File: src/rtl/a5_1_keystream.sv
//----------------------------------------------------------------------------
// a5_1_keystream - A5/1 keystream core, 228 bits as 8 words over valid/ready
// Rev 1.0
//----------------------------------------------------------------------------
`timescale 1ns/1ps
`default_nettype none

module a5_1_keystream #(
  parameter int MIX_CYCLES = 100
) (
  input  logic        wb_clk_i,
  input  logic        wb_rst_i,
  input  logic [63:0] key_i,
  input  logic [21:0] frame_i,
  input  logic        start_i,
  input  logic        abort_i,
  output logic        busy_o,
  output logic        ks_valid_o,
  input  logic        ks_ready_i,
  output logic [31:0] ks_dat_o,
  output logic        ks_dir_o,
  output logic        ks_last_o
);

  typedef enum logic [2:0] {
    S_IDLE  = 3'd0,
    S_KEY   = 3'd1,
    S_FRAME = 3'd2,
    S_MIX   = 3'd3,
    S_GEN   = 3'd4,
    S_HOLD  = 3'd5
  } state_t;

  localparam logic [18:0] c_R1_TAPS  = 19'h72000;
  localparam logic [21:0] c_R2_TAPS  = 22'h300000;
  localparam logic [22:0] c_R3_TAPS  = 23'h700080;
  localparam logic [7:0]  c_MIX_LAST = 8'(MIX_CYCLES - 1);

  state_t      r_state, w_state_nxt;
  logic [7:0]  r_cnt,   w_cnt_nxt;
  logic [2:0]  r_word,  w_word_nxt;
  logic [18:0] r_r1,    w_r1_nxt;
  logic [21:0] r_r2,    w_r2_nxt;
  logic [22:0] r_r3,    w_r3_nxt;
  logic [31:0] r_shift, w_shift_nxt;

  logic        w_inbit, w_load, w_maj, w_ob, w_word_done;
  logic        w_en1, w_en2, w_en3;
  logic [18:0] w_r1_adv;
  logic [21:0] w_r2_adv;
  logic [22:0] w_r3_adv;
  logic [4:0]  w_bitpos;

  assign w_load  = (r_state == S_KEY) || (r_state == S_FRAME);
  assign w_inbit = (r_state == S_KEY)   ? key_i[r_cnt[5:0]]   :
                   (r_state == S_FRAME) ? frame_i[r_cnt[4:0]] : 1'b0;

  assign w_maj = (r_r1[8] & r_r2[10]) | (r_r1[8] & r_r3[10]) | (r_r2[10] & r_r3[10]);
  assign w_en1 = w_load | (r_r1[8]  == w_maj);
  assign w_en2 = w_load | (r_r2[10] == w_maj);
  assign w_en3 = w_load | (r_r3[10] == w_maj);

  assign w_r1_adv = w_en1 ? {r_r1[17:0], (^(r_r1 & c_R1_TAPS)) ^ w_inbit} : r_r1;
  assign w_r2_adv = w_en2 ? {r_r2[20:0], (^(r_r2 & c_R2_TAPS)) ^ w_inbit} : r_r2;
  assign w_r3_adv = w_en3 ? {r_r3[21:0], (^(r_r3 & c_R3_TAPS)) ^ w_inbit} : r_r3;

  // Keystream bit is taken from the post-step register contents
  assign w_ob        = w_r1_adv[18] ^ w_r2_adv[21] ^ w_r3_adv[22];
  assign w_bitpos    = 5'd31 - r_cnt[4:0];
  assign w_word_done = (r_word[1:0] == 2'd3) ? (r_cnt == 8'd17) : (r_cnt == 8'd31);

  always_comb begin
    w_state_nxt = r_state;
    w_cnt_nxt   = r_cnt;
    w_word_nxt  = r_word;
    w_r1_nxt    = r_r1;
    w_r2_nxt    = r_r2;
    w_r3_nxt    = r_r3;
    w_shift_nxt = r_shift;
    case (r_state)
      S_IDLE: begin
        if (start_i) begin
          w_state_nxt = S_KEY;
          w_cnt_nxt   = '0;
          w_word_nxt  = '0;
          w_r1_nxt    = '0;
          w_r2_nxt    = '0;
          w_r3_nxt    = '0;
          w_shift_nxt = '0;
        end
      end
      S_KEY, S_FRAME, S_MIX: begin
        w_r1_nxt = w_r1_adv;
        w_r2_nxt = w_r2_adv;
        w_r3_nxt = w_r3_adv;
        w_cnt_nxt = r_cnt + 8'd1;
        if (r_state == S_KEY && r_cnt == 8'd63) begin
          w_state_nxt = S_FRAME;
          w_cnt_nxt   = '0;
        end else if (r_state == S_FRAME && r_cnt == 8'd21) begin
          w_state_nxt = S_MIX;
          w_cnt_nxt   = '0;
        end else if (r_state == S_MIX && r_cnt == c_MIX_LAST) begin
          w_state_nxt = S_GEN;
          w_cnt_nxt   = '0;
        end
      end
      S_GEN: begin
        w_r1_nxt = w_r1_adv;
        w_r2_nxt = w_r2_adv;
        w_r3_nxt = w_r3_adv;
        if (r_cnt == 8'd0) begin
          w_shift_nxt = '0;
        end
        w_shift_nxt[w_bitpos] = w_ob;
        if (w_word_done) begin
          w_state_nxt = S_HOLD;
          w_cnt_nxt   = '0;
        end else begin
          w_cnt_nxt = r_cnt + 8'd1;
        end
      end
      S_HOLD: begin
        if (ks_ready_i) begin
          if (r_word == 3'd7) begin
            w_state_nxt = S_IDLE;
            w_word_nxt  = '0;
          end else begin
            w_state_nxt = S_GEN;
            w_word_nxt  = r_word + 3'd1;
          end
        end
      end
      default: w_state_nxt = S_IDLE;
    endcase
    // Abort overrides everything, including a coincident start in IDLE
    if (abort_i) begin
      w_state_nxt = S_IDLE;
      w_cnt_nxt   = '0;
      w_word_nxt  = '0;
      w_shift_nxt = '0;
    end
  end

  always_ff @(posedge wb_clk_i or posedge wb_rst_i) begin
    if (wb_rst_i) begin
      r_state <= S_IDLE;
      r_cnt   <= '0;
      r_word  <= '0;
      r_r1    <= '0;
      r_r2    <= '0;
      r_r3    <= '0;
      r_shift <= '0;
    end else begin
      r_state <= w_state_nxt;
      r_cnt   <= w_cnt_nxt;
      r_word  <= w_word_nxt;
      r_r1    <= w_r1_nxt;
      r_r2    <= w_r2_nxt;
      r_r3    <= w_r3_nxt;
      r_shift <= w_shift_nxt;
    end
  end

  assign busy_o     = (r_state != S_IDLE);
  assign ks_valid_o = (r_state == S_HOLD);
  assign ks_dat_o   = r_shift;
  assign ks_dir_o   = r_word[2];
  assign ks_last_o  = ks_valid_o & (r_word == 3'd7);

endmodule

`default_nettype wire

File: config.mk
export PLATFORM = sky130hd
export DESIGN_NAME = a5_1_keystream
export DESIGN_NICKNAME = d
export VERILOG_FILES = /design/src/rtl/a5_1_keystream.sv
export SDC_FILE = /design/constraint.sdc
export NUM_CORES = 1
export LEC_CHECK = 0
export ABC_AREA = 1
export ABC_CLOCK_PERIOD_IN_PS = 3900
export BUFFER_PORTS_ARGS = -buffer_cell sky130_fd_sc_hd__buf_2
export CORE_MARGIN = 10
export CORE_UTILIZATION = 35
export CTS_BUF_LIST = sky130_fd_sc_hd__clkbuf_8 sky130_fd_sc_hd__clkbuf_16
export DETAILED_ROUTE_END_ITERATION = 10
export SETUP_SLACK_MARGIN = 0.1
export SLEW_MARGIN = 20
export SYNTH_ARGS = -nofsm -noshare
export SYNTH_HDL_FRONTEND = slang
export SYNTH_SLANG_ARGS = --single-unit
export TNS_END_PERCENT = 5
File: constraint.sdc
create_clock -name wb_clk_i -period 3.9 [get_ports wb_clk_i]
set_input_delay 0.39 -clock wb_clk_i [delete_from_list [all_inputs] [get_ports wb_clk_i]]
set_output_delay 0.39 -clock wb_clk_i [all_outputs]
set_load 0.01 [all_outputs]
# == Word level (Yosys, flattened, before mapping) ==
# Index checks and enable logic that the tools add are counted.
# op_classes
addsub,3
n_lt_le_gt_ge,4
n_eq_ne,23
muxes,45
bitwise_logic,14
n_reduce_logical,25
# ops
operator,n
two-way mux 32 bit,4
one-hot mux 32 bit (2 select lines),1
two-way mux 8 bit,6
two-way mux 23 bit,2
one-hot mux 23 bit (2 select lines),1
two-way mux 22 bit,2
one-hot mux 22 bit (2 select lines),1
two-way mux 19 bit,2
one-hot mux 19 bit (2 select lines),1
two-way mux 3 bit,12
bitwise mux 32 bit,1
equality test 8 x 5 -> 1 bit (second input constant),3
one-hot mux 8 bit (3 select lines),1
parity 23 bit,1
parity 22 bit,1
parity 19 bit,1
less-than comparator 5 x 6 -> 1 bit (second input constant),2
one-hot mux 3 bit (4 select lines),1
AND reduction 3 bit,4
equality test 3 bit (second input constant),3
nonzero test 3 bit,3
adder 8 x 1 -> 8 bit (second input constant),1
equality test 8 x 6 -> 1 bit (second input constant),1
equality test 8 x 7 -> 1 bit (second input constant),1
other kinds (31),58
# totals
register_bits,110
in_bits,91
out_inout_bits,36
wordCells,124

# == Depth between registers and ports, before layout ==
# depth
word_depth,11
mapped_depth,16
depth_no_buf,16

# == Worst setup path after synthesis ==
# OpenSTA, ideal clock, no wires.
# synth_timing
kind,reg-to-reg
from,reg r_cnt[0]
to,reg r_shift[0] (netlist: ks_dat_o[0])
setup_time_ns,0.118
t_arrival_ns,1.838
t_required_ns,3.782
setup_slack_ns,1.945
stages_incl_launch_ff,12
n_path_buf,2
period_less_slack_ns,1.955
path_cell_list,dfrtp_1 > inv_2 > clkbuf_1 > ha_1 > inv_1 > nor2_1 > inv_1 > o21ai_1 > buf_2 > o21ai_0 > nand2_1 > o21ai_2
# synth_between
elab_chain_cells,8
elab_cells_between_ends,12
cone_classes,add/sub: 1; order compare: 2; mux: 7; reduce/logical: 2
# synth_lines
element,line,source
"start, declared",40,"logic [7:0] r_cnt, w_cnt_nxt;"
"start signal, assigned",156,r_cnt <= w_cnt_nxt;
subtractor 5 bit,69,assign w_bitpos = 5'd31 - r_cnt[4:0];
less-than comparator 5 x 6 -> 1 bit (implied by the code) or greater-or-equal comparator 5 x 1 -> 1 bit (tied branches),115,w_shift_nxt[w_bitpos] = w_ob;
logical AND 1 bit (implied by the code),115,
two-way mux 1 bit (implied by the code),115,
demux 1 bit (select 5 bit),115,
bitwise mux 32 bit (*),115,
one-hot mux 32 bit (2 select lines) (*),80,case (r_state)
two-way mux 32 bit (*),137,if (abort_i) begin
"end signal, assigned",161,r_shift <= w_shift_nxt;
"end, declared",45,"logic [31:0] r_shift, w_shift_nxt;"
# Every way passes the cells marked *; elsewhere a longest branch is shown, timed or not. The select of a mux whose other input is x is not followed.
# A chain may end at the register's enable or synchronous reset.

# == Final worst setup path ==
# layout_timing
from,reg r_state[1]
to,reg r_r3[19]
# layout_between
elab_chain_cells,5
elab_cells_between_ends,13
cone_classes,eq/ne: 6; mux: 1; bitwise: 1; reduce/logical: 5
# layout_lines
element,line,source
"start, declared",39,"state_t r_state, w_state_nxt;"
"start signal, assigned",155,r_state <= w_state_nxt;
equality test 3 x 1 -> 1 bit or equality test 3 x 2 -> 1 bit (tied branches),"54, 80",
logical OR 1 bit,54,assign w_load = (r_state == S_KEY) || (r_state == S_FRAME);
bitwise OR 1 bit,61,assign w_en3 = w_load | (r_r3[10] == w_maj);
!= test 2 x 1 -> 1 bit (no line),--,
AND reduction 3 bit (no line),--,
"end signal, assigned",160,r_r3 <= w_r3_nxt;
"end, declared",44,"logic [22:0] r_r3, w_r3_nxt;"
# Several ways; a longest one is shown, not always the timed one.

==> metrics.md <==
| Metric | Value |
|---|---|
| Critical path class | reg -> reg |
| Final #Nets | 1,057 |
| Grt total ovfl | 0 |
| Leakage | 3.75 nW |
| Largest net degree at the start of global routing | 89 |
| Final hold slack | 0.190 ns |
| Placer congestion estimate | 0.858 |
| Initial antenna violation count | 1 |
| Drt wl/cell | 14.1 um |
| Post-CTS setup buffers | 0 |
| #FFs+latches synth | 110 |
| Final core occ | 41.4% |
| Setup violators final | 0 |
| Cell Area, Synth | 0.00632 mm2 |
| CTS H-Tree Depth | 3 |
| Async SR Flop Fraction | 100% |
| CTS tree | built |
| Post-synth EDFFs | 0 |
| Period minus WS final | 2.52 ns |
| CP Data Required Time | 4.11 ns |
| Initial DRC Count | 297 |
| Synth top cells by count | nand2_1, inv_1, dfrtp_1, nor2_1, o21ai_0 |
| Worst r2r src | r_state[1]$_DFFE_PP0P_ |
| Main synth FF type | dfrtp_1 |
| Capturing point of the worst reg2reg path | r_r3[19]$_DFFE_PP0P_ |
| First-pass GRT wire length | 27,400 um |
| Largest area contributor in the netlist | dfrtp_1 |
| Worst Skew | 0.0101 ns |
| Syn nets | 950 |
| Num CTS Buffers | 9 |
| Worst-skew pair later-pin latency | 0.36 ns |
| Unrepaired setup endpoints after global routing | no |
| Root Buffer | clkbuf_16 |
| Register area share after synthesis | 43.6% |
| Relative slew slack | 47.6% |
| I/O Buffers | 126 |
| Top post-synthesis cells by area | dfrtp_1, nand2_1, inv_1, o22ai_1, o21ai_0 |
| Layout cells sized above 1 | 22.0% |
| R2r worst-path depth | 10 |
| Clk buf depth | 2 |
| Row cnt | 49 |
| Tcrit/Tclk final | 64.7% |
| Warnings from Yosys | 0 |
| Max Clock Freq | 397 MHz |
| Crit start category | flop |
| Die width | 154 um |
| Top-count cell post-synth | nand2_1 |
| Synth cell types | 35 |
| Actual slew at the worst max-slew pin | 0.786 ns |
| Clock transition at path regs | 0.08 ns |
| Mean post-synth cell area | 7.41 um2 |
| Setup crit end kind | flop |
| DRC Markers | 0 |
| Post-route ant nets | 0 |
| Min-Delay Path Class | in -> async |
| Status | completed |
| Synth-to-Final Area Change | 16.8% |
| CP peak stage delay | 0.47 ns |
| Area fraction of the dominant cell type after synthesis | 43.6% |
| Final WL | 16,800 um |
| Final max-slew violation count | 0 |
| Post-Layout Cell Count | 1,195 |
| Vias in the first global route | 5,391 |
| Drt pass-1 iters | 6 |
| Post-CTS Hold Fix Bufs | 0 |
| Core footprint | 0.0178 mm2 |
| Post-DP HPWL | 12,100 um |
| Vias per inst | 4.75 |
| CP Max Fanout | 21 |
| CP arrival | 2.73 ns |
| CP max stage cell | inv_1 |
| Cell Pwr Density | 528 mW/mm2 |
| Cell repeated most along the worst path | inv_2 |
| GRT Total Usage | 13.6% |
| Total power draw | 3.90 mW |
| Final Hold Vio Count | 0 |
| Die Footprint | 0.0238 mm2 |
| Max-Cap Viols | 0 |
| Resized cells post-CTS | 0 |
| Mapped Cells | 853 |
| Io pins | 127 |
| Inst Count DP | 1,178 |
| VDD IR-drop max | 273 uV |
| Setup_tns | 0 ns |
| Routed via count | 5,675 |
| Die Y | 154 um |
| Worst path cell trace | nor2_1, inv_2, nor2_2, nor2_4, inv_2, nand2_1, inv_2, nor2_1, inv_1, o22ai_1 |
| Initial core utilization | 35.4% |
| CTS sink count | 110 |
| Worst R2R Setup Slack | 1.38 ns |
-- cell families (layout without fill, tap and decap cells) --
logic type | after synthesis | count (layout) | synth area share [%]
adder cells (fa/ha/maj) | 6 | 6 | 1.19
buffers and inverters | 209 | 321 | 13.4
flip-flops | 110 | 110 | 43.6
other | 0 | 1 | 0
XOR/XNOR | 13 | 13 | 1.92
AND/OR/NAND/NOR | 331 | 331 | 22.0
AO/OA/AOI/OAI | 184 | 184 | 17.9
-- power breakdown --
| part | internal [mW] | total (mW) | switching [mW] | leakage, nW |
|---|---|---|---|---|
| clock network | 0.450 | 0.915 | 0.464 | 0.147 |
| logic | 0.466 | 1.62 | 1.15 | 2.07 |
| registers | 1.29 | 1.36 | 0.0671 | 1.53 |
| total | 2.21 | 3.90 | 1.69 | 3.75 |
-- metal layers --
layer  vias up  track usage (%)  wire length, um  part of all wire, %
met4         0             3.24              238                  1.4
met2        95             22.9             8120                   48
li1       2915                -                -                    -
met5         -                0                0                    0
met1      2647             17.2             7740                   46
met3        18             3.19              753                  4.5
-- registers in the layout, summed over array words and instances (netlist names) --
register,flops
ks_dat_o,32
r_r3,23
r_r2,22
r_r1,19
r_cnt,8
r_state,3
r_word,3
-- worst max-delay path, delay by kind of cell, from the launching register on --
family,cells,cell delay [ns]
compound gates,1,0.14
buf+inv,4,0.83
flops,1,0.43
simple gates,5,0.98
-- layout by cell type, fill, tap and decap left out, drive strengths merged --
master and n:
nand3 52, nand2 175, ha 6, o22ai 58, o21ai 106, a21oi 14, o31ai 2, nor3 4
xor2 9, inv 178, dfrtp 110, or2 1, o211ai 1, clkbuf 9, nand4 7, buf 131
xnor2 4, a31oi 2, and2 1, nor2 91, clkinv 3, diode 1, a211oi 1
-- how the worst max path moves through the flow --
stage / from / end / slack (ns) / depth (start not counted)
2_1_floorplan: wb_rst_i / ks_dat_o[0]$_DFFE_PP0P_ / 0.61 / 1
3_3_place_gp: r_state[1]$_DFFE_PP0P_ / r_r3[1]$_DFFE_PP0P_ / 1.45 / 10
3_5_place_dp: r_state[1]$_DFFE_PP0P_ / r_r3[11]$_DFFE_PP0P_ / 1.40 / 10
4_1_cts: r_state[1]$_DFFE_PP0P_ / r_r3[19]$_DFFE_PP0P_ / 1.38 / 10
5_1_grt: r_state[1]$_DFFE_PP0P_ / r_r3[1]$_DFFE_PP0P_ / 1.12 / 10
6_report: r_state[1]$_DFFE_PP0P_ / r_r3[19]$_DFFE_PP0P_ / 1.38 / 10
-- cell type report --
class                           count  area [um2]
Fill cell                        1894       10500
Sequential cell                   110        2750
Multi-Input combinational cell    534        2720
Timing Repair Buffer              131         668
Inverter                          174         659
Tap cell                          229         287
Clock buffer                        9         225
Clock inverter                      7        66.3
Antenna cell                        1        2.50
-- stage by stage --
step           setup WS (ns)  cell area (um2)
3_3_place_gp            1.45             7090
3_5_place_dp            1.40             7090
6_report                1.38             7380
4_1_cts                 1.38             7380
2_1_floorplan          0.608             6320
5_1_grt                 1.12             7380
Note: power is estimated with default switching activity, not from simulation.
